**src/rtl/seq_pattern_pkg.sv**
```systemverilog
// Shared definitions for the "1101" sync-pattern transmitter.
// Contents:
//   tx_state_e          - TX FSM state encodings (2 bits)
//   SYNC_1101/_W        - default sync pattern and its width
//   DEFAULT_*           - default payload width and gap length
//   frame_bits()        - bits per frame (sync + payload + gap)
//   FRAME_BITS_DEFAULT  - frame length in bits for the default configuration
package seq_pattern_pkg;

  typedef enum logic [1:0] {
    TX_IDLE = 2'd0,
    TX_SYNC = 2'd1,
    TX_DATA = 2'd2,
    TX_GAP  = 2'd3
  } tx_state_e;

  localparam int unsigned SYNC_1101_W = 4;
  localparam logic [SYNC_1101_W-1:0] SYNC_1101 = 4'b1101;

  localparam int unsigned DEFAULT_DATA_W   = 8;
  localparam int unsigned DEFAULT_GAP_BITS = 2;

  function automatic int unsigned frame_bits(input int unsigned sync_w,
                                             input int unsigned data_w,
                                             input int unsigned gap_bits);
    return sync_w + data_w + gap_bits;
  endfunction

  localparam int unsigned FRAME_BITS_DEFAULT =
    frame_bits(SYNC_1101_W, DEFAULT_DATA_W, DEFAULT_GAP_BITS);

endpackage

```
**src/rtl/seq_pattern_tx_if.sv**
```systemverilog
// Payload handshake and serial line bundle of seq_pattern_tx.
// Signals:
//   data_in     payload word (DATA_W bits)
//   data_valid  payload available
//   data_ready  transmitter can accept a payload
//   ser_out     serial line
//   ser_valid   ser_out carries sync or payload bits
//   sync_active sync bits are on ser_out
//   busy        a frame is in progress
//   done        one-cycle pulse at frame completion
// Modports: master = payload source / line observer, slave = transmitter.
interface seq_pattern_tx_if
  import seq_pattern_pkg::*;
#(
  parameter int unsigned DATA_W = DEFAULT_DATA_W
) ();

  logic [DATA_W-1:0] data_in;
  logic              data_valid;
  logic              data_ready;
  logic              ser_out;
  logic              ser_valid;
  logic              sync_active;
  logic              busy;
  logic              done;

  modport master (
    output data_in, data_valid,
    input  data_ready, ser_out, ser_valid, sync_active, busy, done
  );

  modport slave (
    input  data_in, data_valid,
    output data_ready, ser_out, ser_valid, sync_active, busy, done
  );

endinterface

```
**src/rtl/seq_pattern_tx_bit_tick_gen.sv**
```systemverilog
// Bit-period divider: counts 0..BIT_DIV-1 and strobes o_tick while the
// count sits at BIT_DIV-1, i.e. on the edge where the serial bit advances.
// Ports:
//   clk      system clock, rising edge
//   reset    synchronous active-high reset
//   i_clear  hold the count at zero (used while the transmitter is idle)
//   o_tick   bit-advance strobe (constantly high when BIT_DIV == 1)
module bit_tick_gen #(
  parameter int unsigned BIT_DIV = 1
) (
  input  logic clk,
  input  logic reset,
  input  logic i_clear,
  output logic o_tick
);

  localparam int unsigned CNT_W = (BIT_DIV > 1) ? $clog2(BIT_DIV) : 1;
  localparam logic [CNT_W-1:0] CNT_LAST = CNT_W'(BIT_DIV - 1);
  localparam logic [CNT_W-1:0] CNT_ONE  = CNT_W'(1);

  logic [CNT_W-1:0] r_cnt;

  // Divider count: wraps at the last cycle of a bit, held at zero on clear.
  always_ff @(posedge clk) begin
    if (reset) begin
      r_cnt <= '0;
    end else if (i_clear || (r_cnt == CNT_LAST)) begin
      r_cnt <= '0;
    end else begin
      r_cnt <= r_cnt + CNT_ONE;
    end
  end

  assign o_tick = (r_cnt == CNT_LAST);

endmodule

```
**src/rtl/seq_pattern_tx.sv**
```systemverilog
// Transmit end of the "1101" sync-pattern serial link.
// Accepts a payload word on a valid/ready handshake and sends
// SYNC_PAT (MSB first), the payload (MSB first), then GAP_BITS idle-level
// bits, each bit held for BIT_DIV clocks.
// Ports:
//   clk    system clock, rising edge
//   reset  synchronous active-high reset
//   bus    seq_pattern_tx_if.slave: data_in/data_valid in; data_ready,
//          ser_out, ser_valid, sync_active, busy, done out
module seq_pattern_tx
  import seq_pattern_pkg::*;
#(
  parameter int unsigned     DATA_W     = DEFAULT_DATA_W,
  parameter int unsigned     SYNC_W     = SYNC_1101_W,
  parameter logic [SYNC_W-1:0] SYNC_PAT = SYNC_1101,
  parameter int unsigned     BIT_DIV    = 1,
  parameter int unsigned     GAP_BITS   = DEFAULT_GAP_BITS,
  parameter logic            IDLE_LEVEL = 1'b0
) (
  input logic           clk,
  input logic           reset,
  seq_pattern_tx_if.slave bus
);

  if ((DATA_W < 1) || (DATA_W > 32) || (SYNC_W < 1) || (SYNC_W > 8) ||
      (BIT_DIV < 1) || (BIT_DIV > 255) || (GAP_BITS > 15)) begin : g_bad_param
    $error("seq_pattern_tx: illegal parameter value");
  end

  localparam int unsigned BCNT_W = 6;
  localparam logic [BCNT_W-1:0] SYNC_LAST = BCNT_W'(SYNC_W - 1);
  localparam logic [BCNT_W-1:0] DATA_LAST = BCNT_W'(DATA_W - 1);
  localparam logic [BCNT_W-1:0] GAP_LAST  = BCNT_W'((GAP_BITS > 0) ? GAP_BITS - 1 : 0);

  tx_state_e         r_state;
  logic              r_ser_out;
  logic              r_ser_valid;
  logic              r_sync_active;
  logic              r_busy;
  logic              r_done;
  logic [DATA_W-1:0] r_shift;
  logic [SYNC_W-1:0] r_sync_sh;
  logic [BCNT_W-1:0] r_bit_cnt;

  tx_state_e         w_state_nxt;
  logic              w_ser_nxt;
  logic              w_done_nxt;
  logic [DATA_W-1:0] w_shift_nxt;
  logic [SYNC_W-1:0] w_sync_nxt;
  logic [BCNT_W-1:0] w_bit_nxt;
  logic              w_tick;

  bit_tick_gen #(
    .BIT_DIV (BIT_DIV)
  ) u_tick (
    .clk     (clk),
    .reset   (reset),
    .i_clear (r_state == TX_IDLE),
    .o_tick  (w_tick)
  );

  // Next-state and next-line-bit logic. Both shift registers always hold the
  // bit to send next in their MSB, so entering a state loads ser_out from the
  // MSB and shifts once; the line bit is therefore valid in the accept cycle.
  always_comb begin
    w_state_nxt = r_state;
    w_ser_nxt   = r_ser_out;
    w_shift_nxt = r_shift;
    w_sync_nxt  = r_sync_sh;
    w_bit_nxt   = r_bit_cnt;
    w_done_nxt  = 1'b0;
    case (r_state)
      TX_IDLE: begin
        w_ser_nxt = IDLE_LEVEL;
        if (bus.data_valid) begin
          w_state_nxt = TX_SYNC;
          w_ser_nxt   = SYNC_PAT[SYNC_W-1];
          w_sync_nxt  = SYNC_PAT << 1;
          w_shift_nxt = bus.data_in;
          w_bit_nxt   = '0;
        end else begin
          w_state_nxt = TX_IDLE;
        end
      end
      TX_SYNC: begin
        if (w_tick) begin
          if (r_bit_cnt == SYNC_LAST) begin
            w_state_nxt = TX_DATA;
            w_ser_nxt   = r_shift[DATA_W-1];
            w_shift_nxt = r_shift << 1;
            w_bit_nxt   = '0;
          end else begin
            w_ser_nxt  = r_sync_sh[SYNC_W-1];
            w_sync_nxt = r_sync_sh << 1;
            w_bit_nxt  = r_bit_cnt + 6'd1;
          end
        end else begin
          w_state_nxt = TX_SYNC;
        end
      end
      TX_DATA: begin
        if (w_tick) begin
          if (r_bit_cnt == DATA_LAST) begin
            w_ser_nxt = IDLE_LEVEL;
            w_bit_nxt = '0;
            if (GAP_BITS > 0) begin
              w_state_nxt = TX_GAP;
            end else begin
              w_state_nxt = TX_IDLE;
              w_done_nxt  = 1'b1;
            end
          end else begin
            w_ser_nxt   = r_shift[DATA_W-1];
            w_shift_nxt = r_shift << 1;
            w_bit_nxt   = r_bit_cnt + 6'd1;
          end
        end else begin
          w_state_nxt = TX_DATA;
        end
      end
      TX_GAP: begin
        w_ser_nxt = IDLE_LEVEL;
        if (w_tick) begin
          if (r_bit_cnt == GAP_LAST) begin
            w_state_nxt = TX_IDLE;
            w_done_nxt  = 1'b1;
            w_bit_nxt   = '0;
          end else begin
            w_bit_nxt = r_bit_cnt + 6'd1;
          end
        end else begin
          w_state_nxt = TX_GAP;
        end
      end
      default: begin
        w_state_nxt = TX_IDLE;
        w_ser_nxt   = IDLE_LEVEL;
      end
    endcase
  end

  // State, datapath and registered status flags (flags follow the next state
  // so they line up with the bit being driven onto ser_out).
  always_ff @(posedge clk) begin
    if (reset) begin
      r_state       <= TX_IDLE;
      r_ser_out     <= IDLE_LEVEL;
      r_ser_valid   <= 1'b0;
      r_sync_active <= 1'b0;
      r_busy        <= 1'b0;
      r_done        <= 1'b0;
      r_shift       <= '0;
      r_sync_sh     <= '0;
      r_bit_cnt     <= '0;
    end else begin
      r_state       <= w_state_nxt;
      r_ser_out     <= w_ser_nxt;
      r_ser_valid   <= (w_state_nxt == TX_SYNC) || (w_state_nxt == TX_DATA);
      r_sync_active <= (w_state_nxt == TX_SYNC);
      r_busy        <= (w_state_nxt != TX_IDLE);
      r_done        <= w_done_nxt;
      r_shift       <= w_shift_nxt;
      r_sync_sh     <= w_sync_nxt;
      r_bit_cnt     <= w_bit_nxt;
    end
  end

  assign bus.data_ready  = (r_state == TX_IDLE) && !reset;
  assign bus.ser_out     = r_ser_out;
  assign bus.ser_valid   = r_ser_valid;
  assign bus.sync_active = r_sync_active;
  assign bus.busy        = r_busy;
  assign bus.done        = r_done;

endmodule

```
**src/flat_wrapper.sv**
```systemverilog
// flat-port wrapper written by rule: the top's interface ports become plain ports
module seq_pattern_tx_flat import seq_pattern_pkg::*;
#(
  parameter int unsigned     DATA_W     = DEFAULT_DATA_W,
  parameter int unsigned     SYNC_W     = SYNC_1101_W,
  parameter logic [SYNC_W-1:0] SYNC_PAT = SYNC_1101,
  parameter int unsigned     BIT_DIV    = 1,
  parameter int unsigned     GAP_BITS   = DEFAULT_GAP_BITS,
  parameter logic            IDLE_LEVEL = 1'b0
)
  (clk, reset, bus_data_in, bus_data_valid, bus_data_ready, bus_ser_out, bus_ser_valid, bus_sync_active, bus_busy, bus_done);
  seq_pattern_tx_if #(.DATA_W(DATA_W)) bus_i ();
  input logic clk;
  input logic reset;
  input wire logic [$bits(bus_i.data_in)-1:0] bus_data_in;
  input wire logic [$bits(bus_i.data_valid)-1:0] bus_data_valid;
  output wire logic [$bits(bus_i.data_ready)-1:0] bus_data_ready;
  output wire logic [$bits(bus_i.ser_out)-1:0] bus_ser_out;
  output wire logic [$bits(bus_i.ser_valid)-1:0] bus_ser_valid;
  output wire logic [$bits(bus_i.sync_active)-1:0] bus_sync_active;
  output wire logic [$bits(bus_i.busy)-1:0] bus_busy;
  output wire logic [$bits(bus_i.done)-1:0] bus_done;
  assign bus_i.data_in = bus_data_in;
  assign bus_i.data_valid = bus_data_valid;
  assign bus_data_ready = bus_i.data_ready;
  assign bus_ser_out = bus_i.ser_out;
  assign bus_ser_valid = bus_i.ser_valid;
  assign bus_sync_active = bus_i.sync_active;
  assign bus_busy = bus_i.busy;
  assign bus_done = bus_i.done;
  seq_pattern_tx #(.DATA_W(DATA_W), .SYNC_W(SYNC_W), .SYNC_PAT(SYNC_PAT), .BIT_DIV(BIT_DIV), .GAP_BITS(GAP_BITS), .IDLE_LEVEL(IDLE_LEVEL)) u_core (.clk(clk), .reset(reset), .bus(bus_i));
endmodule
```
**config.mk**
```make
export PLATFORM = sky130hd
export DESIGN_NAME = seq_pattern_tx_flat
export DESIGN_NICKNAME = d
export VERILOG_FILES = /design/src/rtl/seq_pattern_pkg.sv /design/src/rtl/seq_pattern_tx_if.sv /design/src/rtl/seq_pattern_tx_bit_tick_gen.sv /design/src/rtl/seq_pattern_tx.sv /design/src/flat_wrapper.sv
export SDC_FILE = /design/constraint.sdc
export NUM_CORES = 1
export LEC_CHECK = 0
export CAP_MARGIN = 10
export CORE_ASPECT_RATIO = 0.5
export CORE_MARGIN = 10
export CORE_UTILIZATION = 40
export CTS_BUF_LIST = sky130_fd_sc_hd__clkbuf_4
export DETAILED_ROUTE_END_ITERATION = 12
export SYNTH_ARGS = -nofsm -noshare
export SYNTH_HDL_FRONTEND = slang
export SYNTH_SLANG_ARGS = --single-unit
export TNS_END_PERCENT = 10
```
**constraint.sdc**
```tcl
create_clock -name clk -period 4.3 [get_ports clk]
set_input_delay 1.29 -clock clk [delete_from_list [all_inputs] [get_ports clk]]
set_output_delay 1.29 -clock clk [all_outputs]
set_load 0.05 [all_outputs]
```
# Word-level counts from Yosys, hierarchy flattened
# Cells that the tools add are included.
totals:
  ff_bits: 26
  latchBits: 0
  ram_bits: 0
  rom_bits: 0
  input_bits: 11
  memories: 0
op_classes:
  addsub: 2
  mul: 0
  div: 0
  n_lt_le_gt_ge: 0
  n_eq_ne: 15
  shifts: 0
  n_mux: 33
  bitwise: 2
  reduce_logical: 14
op_table:
  columns: ["operator", "count"]
  rows:
  - ["6-bit two-way mux", 7]
  - ["8-bit two-way mux", 5]
  - ["6-bit one-hot mux with 4 select lines", 1]
  - ["8-bit one-hot mux with 3 select lines", 1]
  - ["2-bit two-way mux", 6]
  - ["4-bit two-way mux", 3]
  - ["2-bit != test (second input constant)", 6]
  - ["2-bit one-hot mux with 4 select lines", 1]
  - ["4-bit one-hot mux with 2 select lines", 1]
  - ["4-bit AND reduction", 2]
  - ["1-bit two-way mux", 7]
  - ["6-bit by 1-bit adder with 6-bit output (second input constant)", 1]
  - ["2-bit == test (second input constant)", 3]
  - ["6-bit by 1-bit == test with 1-bit output (second input constant)", 1]
  - ["6-bit by 2-bit == test with 1-bit output (second input constant)", 1]
  - ["6-bit by 3-bit == test with 1-bit output (second input constant)", 1]
  - ["6-bit AND reduction", 1]
  - ["2-bit by 1-bit == test with 1-bit output (second input constant)", 2]
  - ["1-bit one-hot mux with 4 select lines", 1]
  - ["2-bit nonzero test", 2]
  - ["3-bit nonzero test", 1]
  - ["3-bit OR reduction", 1]
  - ["2-bit zero test", 1]
  - ["1-bit logical OR", 2]
  - ["7 further kinds", 8]

# Logic depth before layout (Yosys ltp)
# Gate-level depths: netlist of run 1.
logic_depth:
  ltp_word: 6
  depth_mapped: 9
  mapped_depth_nobuf: 9

# By module
# From an unflattened synthesis of run 1, not the netlist that was laid out.
hier_totals:
  cells_unflattened: 158
  area_unflattened_um2: 1388.8
by_module_without_submodules:
  columns: ["mod", "instances", "cells_each", "area_each_um2"]
  rows:
  - ["seq_pattern_tx", 1, 155, 1361.3]
  - ["bit_tick_gen", 1, 3, 27.5]

# Worst setup path before layout of run 1
# Ideal clock, no wire load.
synth_path:
  path_kind: "input-to-output"
  start: "input reset"
  end: "output bus_data_ready"
  arrival_time_ns: 2.155
  t_required_ns: 3.010
  setup_slack_ns: 0.855
  cell_stages: 2
  path_buffers: 1
  path_cell_list: "clkbuf_1 -> nor2b_1"
synth_between:
  elab_chain_cells: 2
synth_lines:
  columns: ["element", "line", "rtl"]
  rows:
  - ["start, declared", "flat_wrapper.sv:14", "input logic reset;"]
  - ["1-bit zero test", "seq_pattern_tx.sv:168", "assign bus.data_ready = (r_state == TX_IDLE) && !reset;"]
  - ["1-bit logical AND", "seq_pattern_tx.sv:168", null]
  - ["end, declared", "flat_wrapper.sv:17", "output wire logic [$bits(bus_i.data_ready)-1:0] bus_data_ready;"]
# Every way passes these cells.

# Final worst setup path of run 1
# Ends and elaborated chain as after synthesis.

==> impl_metrics.ini, run 1 <==
[yosys]
async_flop_share_pct = 0
ys_seq_area_share_pct = 37.3
synth_top_cell_by_area = dfxtp_1
synthCells = 157
yosysMostFrequentCell = dfxtp_1
yosys_warnings = 0
synth_flop_cell = dfxtp_1
ys_ff_latch = 25
synthDistinctLibCells = 38
synth_top_area_share_pct = 37.3
syn-num-nets = 176
synthTopCellsByCount = dfxtp_1, nor2_1, inv_1, nand2_1, nand3_1
synth_area_per_cell_sq_um = 8.54
synth-edff-count = 0
synth_area_sq_um = 1340
synthTopCellsByArea = dfxtp_1, ha_1, nor2_1

[placed_design]
portBuffers = 16
hpwl_mm = 2.03
dp_slack_ps = 914
place.gp.congestion = 0.825
dpl-instance-area_sq_um = 1530

[status]
outcome = completed

[sta]
skew_ps = 8.92
drv_slew = 0
finalHoldViolations = 0
tns_ps = 0
fmax_mhz = 296
maxSlewHeadroom_pct = 54.0
finalSetupViolations = 0
rsz0062_at_grt = no
worst_pin_slew_ps = 684
period_share_pct = 78.6
fin_ws_ps = 921
fin_crit_ps = 3380

[global_routing]
overflow = 0
grt_max_degree = 26
first_global_vias = 1028
grt_util_all_layers_pct = 9.69
grt_pass1_wl_mm = 4.82
antenna_found_initial = 0

[floorplan]
initial_core_util_pct = 43.2
ios = 17
die_y_um = 60.9
core_area_sq_um = 3100
fp.dieW_um = 102
dieArea_sq_um = 6210
placementRows = 14

[clock_network]
cts.sinks = 25
htreeDepth = 1
numCtsBuffers = 3
cts_tree = done
ctsResizeCount = 0
cts_setup_buffers = 0
clk-insertion-delay-late_ps = 320
cts_hold_buf = 0
cts-root-buf = clkbuf_4
clk_pin_slew_ps = 130
cts-root-to-sink-buffers = 2

[finish]
final_area_sq_um = 1560
drive_gt1_share_pct = 8.19
antenna_cells = 0
postLayoutCoreUtil_pct = 50.4
nNetsFinal = 191
areaGrowthSynthToFinish_pct = 16.5

[routing]
drc = 0
drt_iter0_markers = 52
viasPerCell = 5.25
num_vias = 1108
antenna_left = 0
wl_per_cell_um = 13.2
first_pass_iters = 4
drt-total-wl_mm = 2.79

[critical_path]
crit_arrival_ps = 2090
r2r-end = u_core.bus.ser_valid$_SDFF_PP0_
r2r_slack_ps = 2320
critPathRequiredTime_ps = 3010
rr_worst_depth = 6
cp-end-kind = output port
cp_max_fo = 2
crit_path_end = bus_data_ready
timing.critical_path.from = reset
reg2reg_from = u_core.r_bit_cnt[2]$_SDFFE_PP0P_
crit_type = primary input to output port
critPathLaunchType = primary input

[job]
cap_violations = 0

[hold_path]
hold_path.class = flop to flop

[pwr]
p_per_area_nw_per_um2 = 321
p_leak_uw = 0.000576
peakVddDrop_mv = 0.155
power_uw = 502
[per-stage QoR]
| stage | std cells | hold WS (ps) |
|---|---|---|
| 2_1_floorplan | 157 | 445 |
| 3_3_place_gp | 207 | 459 |
| 3_5_place_dp | 207 | 475 |
| 4_1_cts | 211 | 495 |
| 5_1_grt | 211 | 519 |
| 6_report | 211 | 492 |
[layout by cell type, fill, tap and decap left out, types with 2 or more instances in the layout]
cell,instances
o41ai_1,2
nand3_1,9
nor2_1,23
o21ai_0,2
a211oi_2,2
nand2b_1,4
nand3b_1,3
mux2i_1,7
nor3_1,5
clkbuf_4,3
nor2b_1,5
a31oi_1,5
dfxtp_1,25
clkdlybuf4s50_1,15
nor4_1,2
inv_1,9
o21a_1,2
ha_1,8
a211oi_1,7
nand2_1,9
a21oi_1,5
[kinds of logic (layout without fill, tap and decap cells)]
group | count (synthesis) | count (layout) | share of synthesized area [%]
buffers and inverters | 16 | 30 | 5.04
multiplexers | 7 | 7 | 5.23
AO/OA/AOI/OAI | 34 | 34 | 20.2
flip-flops | 25 | 25 | 37.3
AND/OR/NAND/NOR | 66 | 66 | 24.5
other | 1 | 1 | 0.280
adder cells (fa/ha/maj) | 8 | 8 | 7.47
[routing by layer]
| metal | share of wire, % | GRT usage [%] | wire length (um) |
|---|---|---|---|
| met1 | 51 | 12.4 | 1440 |
| met2 | 42 | 15.1 | 1160 |
| met3 | 5.9 | 3.40 | 164 |
| met4 | 1.1 | 2.99 | 31 |
| met5 | 0 | 0 | 0 |
[flip-flops by register name, indices dropped and copies added (netlist names), 2 cells and up]
register / count
u_core.r_shift: 8
u_core.r_bit_cnt: 6
u_core.r_sync_sh: 3
u_core.r_state: 2
[critical path, cell delays in order]
cell             delay, ps
clkdlybuf4s50_1        420
nor2b_1                210
buf_12                 170
[power by group]
| group | switching (uW) | leakage [uW] | total, uW | internal (uW) |
|---|---|---|---|---|
| registers | 10.7 | 0.000205 | 262 | 251 |
| clock network | 72.4 | 0.0000177 | 107 | 34.9 |
| logic | 75.6 | 0.000353 | 133 | 57.2 |
| total | 159 | 0.000576 | 502 | 343 |
[cell type report]
class / count / area (sq um)
inverter: 9 / 33.8
timing repair buffer: 17 / 178
clock inverter: 1 / 5.00
clock buffer: 3 / 22.5
tap: 40 / 50.0
multi-input combinational: 116 / 772
sequential: 25 / 500
fill: 313 / 1540
[worst min path at each step]
stage	startpoint	end	slack, ps	depth (start not counted)
after global placement	u_core.r_shift[0]$_SDFFE_PP0P_	u_core.r_shift[0]$_SDFFE_PP0P_	460	2
after detailed placement	u_core.r_shift[0]$_SDFFE_PP0P_	u_core.r_shift[0]$_SDFFE_PP0P_	480	2
after floorplan	u_core.r_shift[0]$_SDFFE_PP0P_	u_core.r_shift[0]$_SDFFE_PP0P_	440	2
final	u_core.r_shift[0]$_SDFFE_PP0P_	u_core.r_shift[0]$_SDFFE_PP0P_	490	2
after CTS	u_core.r_shift[0]$_SDFFE_PP0P_	u_core.r_shift[0]$_SDFFE_PP0P_	490	2
after global routing	u_core.r_shift[0]$_SDFFE_PP0P_	u_core.r_shift[0]$_SDFFE_PP0P_	520	2
No activity file was read; power rests on OpenSTA's default activity.
==> inputs of run 2 (changes only) <==
==> constraint.sdc (replaced) <==
create_clock -name clk -period 2.95 [get_ports clk]
set_input_delay 0.885 -clock clk [delete_from_list [all_inputs] [get_ports clk]]
set_output_delay 0.885 -clock clk [all_outputs]
set_load 0.05 [all_outputs]
==> impl_metrics.ini, run 2 (synthesis gave the netlist of run 1 again) <==
[global_routing]
first_global_vias = 983
grt_pass1_wl_mm = 4.76
overflow = 0
grt_util_all_layers_pct = 9.47
antenna_found_initial = 0
grt_max_degree = 26

[routing]
viasPerCell = 5.31
wl_per_cell_um = 13.0
num_vias = 1126
drt_iter0_markers = 37
first_pass_iters = 4
antenna_left = 0
drc = 0
drt-total-wl_mm = 2.77

[finish]
final_area_sq_um = 1570
top_regs = u_core.r_shift (8), u_core.r_bit_cnt (6), u_core.r_sync_sh (3)
top_register = u_core.r_shift
largest_reg_flops = 8
layout_common_cells = dfxtp_1, nor2_1, clkdlybuf4s50_1
nNetsFinal = 192
drive_gt1_share_pct = 8.72
areaGrowthSynthToFinish_pct = 17.1
postLayoutCoreUtil_pct = 50.6
antenna_cells = 0
final_common_cell = dfxtp_1
final_cells = 212

[floorplan]
placementRows = 14
fp.dieW_um = 102
die_y_um = 60.9
ios = 17
initial_core_util_pct = 43.2
dieArea_sq_um = 6210
core_area_sq_um = 3100

[clock_network]
clk_pin_slew_ps = 140
cts-root-to-sink-buffers = 2
cts_setup_buffers = 0
htreeDepth = 1
ctsResizeCount = 0
cts_hold_buf = 0
numCtsBuffers = 3
cts.sinks = 25
cts-root-buf = clkbuf_4
clk-insertion-delay-late_ps = 330
cts_tree = done

[status]
outcome = completed

[critical_path]
critPathTopFamily = buffers and inverters
cp_slowest_stage_delay_ps = 420
critPathRequiredTime_ps = 2070
cp_max_fo = 2
cp-end-kind = output port
crit_path_top_delay_cell = clkdlybuf4s50_1
crit_type = primary input to output port
critPathLaunchType = primary input
path_buf_inv = 2
crit_arrival_ps = 1680
cp_cell_sequence = clkdlybuf4s50_1, nor2b_1, buf_12

[placed_design]
place.gp.congestion = 0.815
dp_cells = 208
hpwl_mm = 2.01
portBuffers = 16
dpl-instance-area_sq_um = 1540

[sta]
drv_slew = 0
skew_ps = 8.65
tns_ps = 0
finalHoldViolations = 0
maxSlewHeadroom_pct = 61.3
worst_pin_slew_ps = 578
fin_crit_ps = 2570
rsz0062_at_grt = no
finalSetupViolations = 0
fmax_mhz = 389
period_share_pct = 87.0

[pwr]
p_per_area_nw_per_um2 = 469
peakVddDrop_mv = 0.254
power_uw = 735
p_leak_uw = 0.000580

[job]
cap_violations = 0

[hold_path]
hold_path.class = flop to flop
==> run 2: worst register-to-register path: stages, from the launching register on <==
cell	delay, ps
dfxtp_1	450
inv_1	90
ha_1	330
nor2b_1	220
nor3_1	220
o311a_4	340
nor2_1	60
a211oi_1	200
==> run 2: report_power, final <==
part	total [uW]	internal (uW)	switching, uW
clock network	159	50.9	109
logic	194	83.5	111
registers	382	366	15.5
==> run 2: per-layer routing <==
layer  vias to the layer above  wire length [um]  global-route usage (%)
li1                        585                 -                       -
met5                         -                 0                       0
met3                         2               110                    3.29
met2                        18              1120                    13.9
met4                         0                29                    2.39
met1                       521              1510                    12.9
==> run 2: stage by stage <==
stage | worst slack (ps) | hold slack [ps]
2_1_floorplan | 315 | 445
3_3_place_gp | 388 | 459
3_5_place_dp | 371 | 462
4_1_cts | 374 | 486
5_1_grt | 324 | 530
6_report | 382 | 484
==> run 2: cell type report <==
type	instances	area [sq um]
clock inverters	1	5.00
clock buffers	3	22.5
inverters	9	33.8
well taps	40	50.0
repair buffers	18	185
multi-input cells	116	772
fillers	304	1530
flip-flops and latches	25	500
==> run 2: path summary, 6_finish.rpt <==
check | start | to | slack, ps | cells past startpoint
hold / removal | u_core.r_shift[0]$_SDFFE_PP0P_ | u_core.r_shift[0]$_SDFFE_PP0P_ | 480 | 2
setup reg to reg | u_core.r_state[0]$_SDFF_PP0_ | u_core.r_shift[4]$_SDFFE_PP0P_ | 960 | 7
hold reg to reg | u_core.r_shift[0]$_SDFFE_PP0P_ | u_core.r_shift[0]$_SDFFE_PP0P_ | 480 | 2
setup / recovery | reset | bus_data_ready | 380 | 3
==> inputs of run 3 (changes only) <==
--- a/config.mk
+++ b/config.mk
@@ -5,7 +5,6 @@
 export SDC_FILE = /design/constraint.sdc
 export NUM_CORES = 1
 export LEC_CHECK = 0
-export CAP_MARGIN = 10
 export CORE_ASPECT_RATIO = 0.5
 export CORE_MARGIN = 10
 export CORE_UTILIZATION = 40
@@ -13,5 +12,6 @@
 export DETAILED_ROUTE_END_ITERATION = 12
 export SYNTH_ARGS = -nofsm -noshare
 export SYNTH_HDL_FRONTEND = slang
+export SYNTH_HIERARCHICAL = 1
 export SYNTH_SLANG_ARGS = --single-unit
 export TNS_END_PERCENT = 10
==> impl_metrics.ini, run 3 <==
[sta]
fmax_mhz = 390
finalSetupViolations = 0
finalHoldViolations = 0
whs_ps = 493
maxSlewHeadroom_pct = 54.9
drv_slew = 0
worst_pin_slew_ps = 673
tns_ps = 0
skew_ps = 12.5
rsz0062_at_grt = no
fin_crit_ps = 2570
period_share_pct = 87.0

[floorplan]
die_y_um = 61.7
ios = 17
dieArea_sq_um = 6370
initial_core_util_pct = 44.0
placementRows = 14
core_area_sq_um = 3150
fp.dieW_um = 103

[yosys]
syn-num-nets = 178
ys_seq_area_share_pct = 36.0
synth_flop_cell = dfxtp_1
synthTopCellsByArea = dfxtp_1, ha_1, mux2i_1
synthCells = 158
synth-edff-count = 0
synth_top_cell_by_area = dfxtp_1
synth_area_per_cell_sq_um = 8.79
synth_area_sq_um = 1390
yosys_warnings = 6
synthDistinctLibCells = 42
synth_top_area_share_pct = 36.0
yosysMostFrequentCell = dfxtp_1
synthTopCellsByCount = dfxtp_1, nor2_1, inv_1
ys_ff_latch = 25
async_flop_share_pct = 0

[clock_network]
cts-root-to-sink-buffers = 2
cts.sinks = 25
htreeDepth = 1
clk-insertion-delay-late_ps = 330
cts_tree = done
clk_pin_slew_ps = 130
cts-root-buf = clkbuf_4
numCtsBuffers = 3
ctsResizeCount = 0
cts_hold_buf = 0
cts_setup_buffers = 0

[global_routing]
grt_max_degree = 28
antenna_found_initial = 0
grt_util_all_layers_pct = 9.78
first_global_vias = 1079
grt_pass1_wl_mm = 4.95
overflow = 0

[status]
outcome = completed

[routing]
drc = 0
antenna_left = 0
drt_iter0_markers = 90
first_pass_iters = 4
viasPerCell = 5.21
drt-total-wl_mm = 2.83
wl_per_cell_um = 13.3
num_vias = 1109

[finish]
nNetsFinal = 194
final_common_cell = dfxtp_1
antenna_cells = 0
layout_common_cells = dfxtp_1, nor2_1, clkdlybuf4s50_1
largest_reg_flops = 8
drive_gt1_share_pct = 8.67
top_regs = u_core/r_shift (8), u_core/r_bit_cnt (6), u_core/r_sync_sh (3)
areaGrowthSynthToFinish_pct = 16.7
top_register = u_core/r_shift

[hold_path]
hold-path-endpoint = u_core/r_sync_sh[3]$_SDFFE_PP0P_
min_path_cells = 2
min_from = u_core/r_sync_sh[3]$_SDFFE_PP0P_
hold_path.class = flop to flop

[critical_path]
r2r_slack_ps = 810
reg2reg_from = u_core/r_bit_cnt[5]$_SDFFE_PP0P_
rr_worst_depth = 6
critPathRequiredTime_ps = 2070
r2r-end = u_core/bus.ser_valid$_SDFF_PP0_
cp-end-kind = output port
critPathLaunchType = primary input
cp_max_fo = 2
crit_type = primary input to output port
crit_arrival_ps = 1680

[job]
cap_violations = 0

[placed_design]
portBuffers = 16
hpwl_mm = 2.11
place.gp.congestion = 0.783

[pwr]
peakVddDrop_mv = 0.202
p_leak_uw = 0.000588
p_per_area_nw_per_um2 = 455
-- run 3: power breakdown --
| group | leakage (uW) | switching (uW) | internal (uW) |
|---|---|---|---|
| sequential | 0.000205 | 14.5 | 365 |
| clock | 0.0000139 | 110 | 51.9 |
| combinational | 0.000369 | 110 | 84.5 |
| total | 0.000588 | 235 | 502 |
-- run 3: kinds of logic after synthesis --
logic type | count (synthesis) | share of synthesized area [%]
multiplexers | 7 | 5.05
AO/OA/AOI/OAI | 39 | 21.7
adder cells (fa/ha/maj) | 9 | 8.11
AND/OR/NAND/NOR | 59 | 23.4
other | 1 | 0.270
flip-flops | 25 | 36.0
buffers and inverters | 18 | 5.41
-- run 3: worst max path at each step --
stage | start | end | slack, ps | depth (start not counted)
6_report | reset | bus_data_ready | 380 | 3
3_3_place_gp | reset | bus_data_ready | 360 | 3
3_5_place_dp | reset | bus_data_ready | 380 | 3
2_1_floorplan | reset | bus_data_ready | 300 | 2
5_1_grt | reset | bus_data_ready | 340 | 3
4_1_cts | reset | bus_data_ready | 380 | 3
-- run 3: cell type report --
type / instances / area, sq um
multi-input combinational: 115 / 813
clock buffer: 3 / 22.5
sequential: 25 / 500
fill: 313 / 1530
timing repair buffer: 18 / 185
inverter: 11 / 41.3
tap: 40 / 50.0
clock inverter: 1 / 7.51
-- run 3: critical path, stage by stage --
cell and delay [ps]:
clkdlybuf4s50_1 420, nor2b_1 200, buf_12 170
-- run 3: metal layers --
metal	wire (um)	vias to the layer above	global-route usage (%)
met1	1480	493	12.8
met3	177	2	4.13
met5	0	-	0
met2	1150	22	14.8
met4	13	0	1.96
li1	-	592	-
-- run 3: metrics by stage --
stage / area [sq um] / utilization (%) / setup slack [ps] / std cells / total power, uW
2_1_floorplan: 1390 / - / 302 / 158 / 527
3_3_place_gp: 1590 / 50.4 / 363 / 209 / 582
3_5_place_dp: 1590 / 50.4 / 382 / 209 / 583
4_1_cts: 1620 / 51.4 / 377 / 213 / 751
5_1_grt: 1620 / 51.4 / 342 / 213 / 784
6_report: 1620 / 51.4 / 383 / 213 / 737
==> patch: new RTL, settings of run 1 <==
Change the package constant `SYNC_1101_W` from 4 to 6.
--- a/src/rtl/seq_pattern_pkg.sv
+++ b/src/rtl/seq_pattern_pkg.sv
@@ -15,5 +15,5 @@
   } tx_state_e;
 
-  localparam int unsigned SYNC_1101_W = 4;
+  localparam int unsigned SYNC_1101_W = 6;
   localparam logic [SYNC_1101_W-1:0] SYNC_1101 = 4'b1101;
 
Function: changed (a bounded check fails within 4 cycles, from zero or initial values and one cycle with reset high).
==> patch against run 1 <==
  * Setup slack worse by 0.035 ns
  * Synthesized cell count grew 5.7%
  * Die area grew 2.6%
  * Sequential cell count is 2 higher
  * Routed wire length increased by 3.8%
  * Largest power group unchanged
  * Largest cell class unchanged
  * Total power increased by 0.28%
  * Clock skew fell by 0.0055 ns
  * First-iteration DRC count is 12% higher
  * Highest routed layer unchanged
  * Combinational power down 21%
  * Design area is 3.0% higher
  * Area after synthesis up 3.5%
==> patch: results (changes against run 1) <==
outcome: "complete, no violations"  # unchanged
dp_hpwl_um: 2148  # was 2031 um
met3WireLength_um: 160  # was 164 um
clk_pin_slew_ns: 0.16  # was 0.13 ns
grt_first_pass_wirelength_um: 4926  # was 4816 um
routabilityCongestion: 0.7893  # was 0.8251
slew_headroom: 0.4231  # was 0.5398
yosys_warnings: 0  # unchanged
crit_buf_inv: 2  # unchanged
ys_top_cells_by_area: "dfxtp_1 39%, ha_1 7.2%, nor2_1 5.7%"  # was dfxtp_1 37%, ha_1 7.5%, nor2_1 6.4%
worstPathArrival_ns: 2.12  # was 2.09 ns
layout_top_registers: "u_core.r_shift (8), u_core.r_bit_cnt (6), u_core.r_sync_sh (5)"  # was u_core.r_shift (8), u_core.r_bit_cnt (6), u_core.r_sync_sh (3)
synthTopCellsByCount: "27 x dfxtp_1, 21 x nor2_1, 14 x nand2_1"  # was 25 x dfxtp_1, 23 x nor2_1, 9 x inv_1, 9 x nand2_1, 9 x nand3_1
cts_resized: 0  # unchanged
ir_worst_vdd_mv: 0.1680  # was 0.1549 mV
portBuffers: 16  # unchanged
path_max_fanout: 2  # unchanged
drt_iter0_markers: 58  # was 52
holdWs_ns: 0.4606  # was 0.4917 ns
synth.distinct_cells: 33  # was 38
ys_async_sr_fraction: 0  # unchanged
reg2reg_slack_ns: 1.45  # was 2.32 ns
wl_met2_um: 1222  # was 1160 um
slowest_delay_ns: 0.44  # was 0.42 ns
grt_use_total: 0.09765  # was 0.09686
seq_area_frac_synth: 0.3895  # was 0.3735
post_cts_buffers: 0  # unchanged
grt_max_degree: 25  # was 26
cpMaxStageDelayCell: "clkdlybuf4s50_1"  # unchanged
final_nets: 199  # was 191
drt_wl_total_um: 2898  # was 2792 um
numCtsBuffers: 3  # unchanged
grt_pass1_vias: 1076  # was 1028
skew_ns: 0.003451  # was 0.008924 ns
antenna_found_initial: 0  # unchanged
cts-root-buf: "clkbuf_4"  # unchanged
routed.top_layer: "met4"  # unchanged
clock_latency_ns: 0.34  # was 0.32 ns
setup_viol: 0  # unchanged
drive_above_1_share: 0.07263  # was 0.08187
slew_viol_final: 0  # unchanged
routed_via_density: 5.342  # was 5.251
cpLargestDelayFamily: "buffers and inverters"  # unchanged
cts_max_path_buffers: 2  # unchanged
power.leakage_uw: 0.0005855  # was 0.0005761 uW
first_pass_iters: 4  # unchanged
hp-class: "flip-flop to flip-flop"  # unchanged
htreeDepth: 1  # unchanged
wl_met1_um: 1505  # was 1435 um
num_antenna_cells: 0  # unchanged
synth_nets: 185  # was 176
place_ws_ns: 0.8705  # was 0.9143 ns
patch: kinds of logic (layout without fill, tap and decap cells):
group | count (synthesis) | in the layout | synth area share
AND/OR/NAND/NOR | 67 | 67 | 0.2345
AO/OA/AOI/OAI | 40 | 40 | 0.2020
flip-flops | 27 | 27 | 0.3895
buffers and inverters | 16 | 29 | 0.04869
adder cells (fa/ha/maj) | 8 | 8 | 0.07214
multiplexers | 7 | 7 | 0.05050
other | 1 | 1 | 0.002703
patch: layout make-up:
cell class / count / area [sq um]
clock buffer: 3 / 22.52
inverter: 8 / 30.03
multi-input combinational: 123 / 779.5
clock inverter: 1 / 8.758
tap: 40 / 50.05
sequential: 27 / 540.5
timing repair buffer: 17 / 177.7
fill: 327 / 1544
patch: path summary, 6_finish.rpt:
path                                          start                    to  cells past startpoint
worst min register to register  u_core.r_sync_sh[1]   u_core.r_sync_sh[2]                      2
worst min-delay path            u_core.r_sync_sh[1]   u_core.r_sync_sh[2]                      2
worst max-delay path                          reset        bus_data_ready                      3
worst max register to register  u_core.r_bit_cnt[0]  u_core.bus.ser_valid                      8
patch: power breakdown:
part	total, uW	switching, uW	internal (uW)	leakage, uW
registers	276	9.22	267	0.000222
clock network	122	84.0	38.1	0.0000183
logic	105	59.2	45.6	0.000345
patch: metrics by stage:
stage,cells,util,cell area (sq um)
floorplan,166,-,1388
global placement,215,0.5004,1578
detailed placement,215,0.5004,1578
CTS,219,0.5103,1609
global route,219,0.5103,1609
finish,219,0.5103,1609
patch: metal layers:
metal  track usage  vias to the layer above
met5             0                        -
met4       0.02358                        0
met3       0.03911                        2
met2        0.1444                       21
met1        0.1299                      535
li1              -                      612
patch: worst reg2reg max path: cells and delay by family, from the launching register on:
| kind | cells | cell delay [ns] |
|---|---|---|
| AND/OR/NAND/NOR | 4 | 1.14 |
| adder cells (fa/ha/maj) | 2 | 0.49 |
| AO/OA/AOI/OAI | 2 | 0.73 |
| flip-flops | 1 | 0.43 |
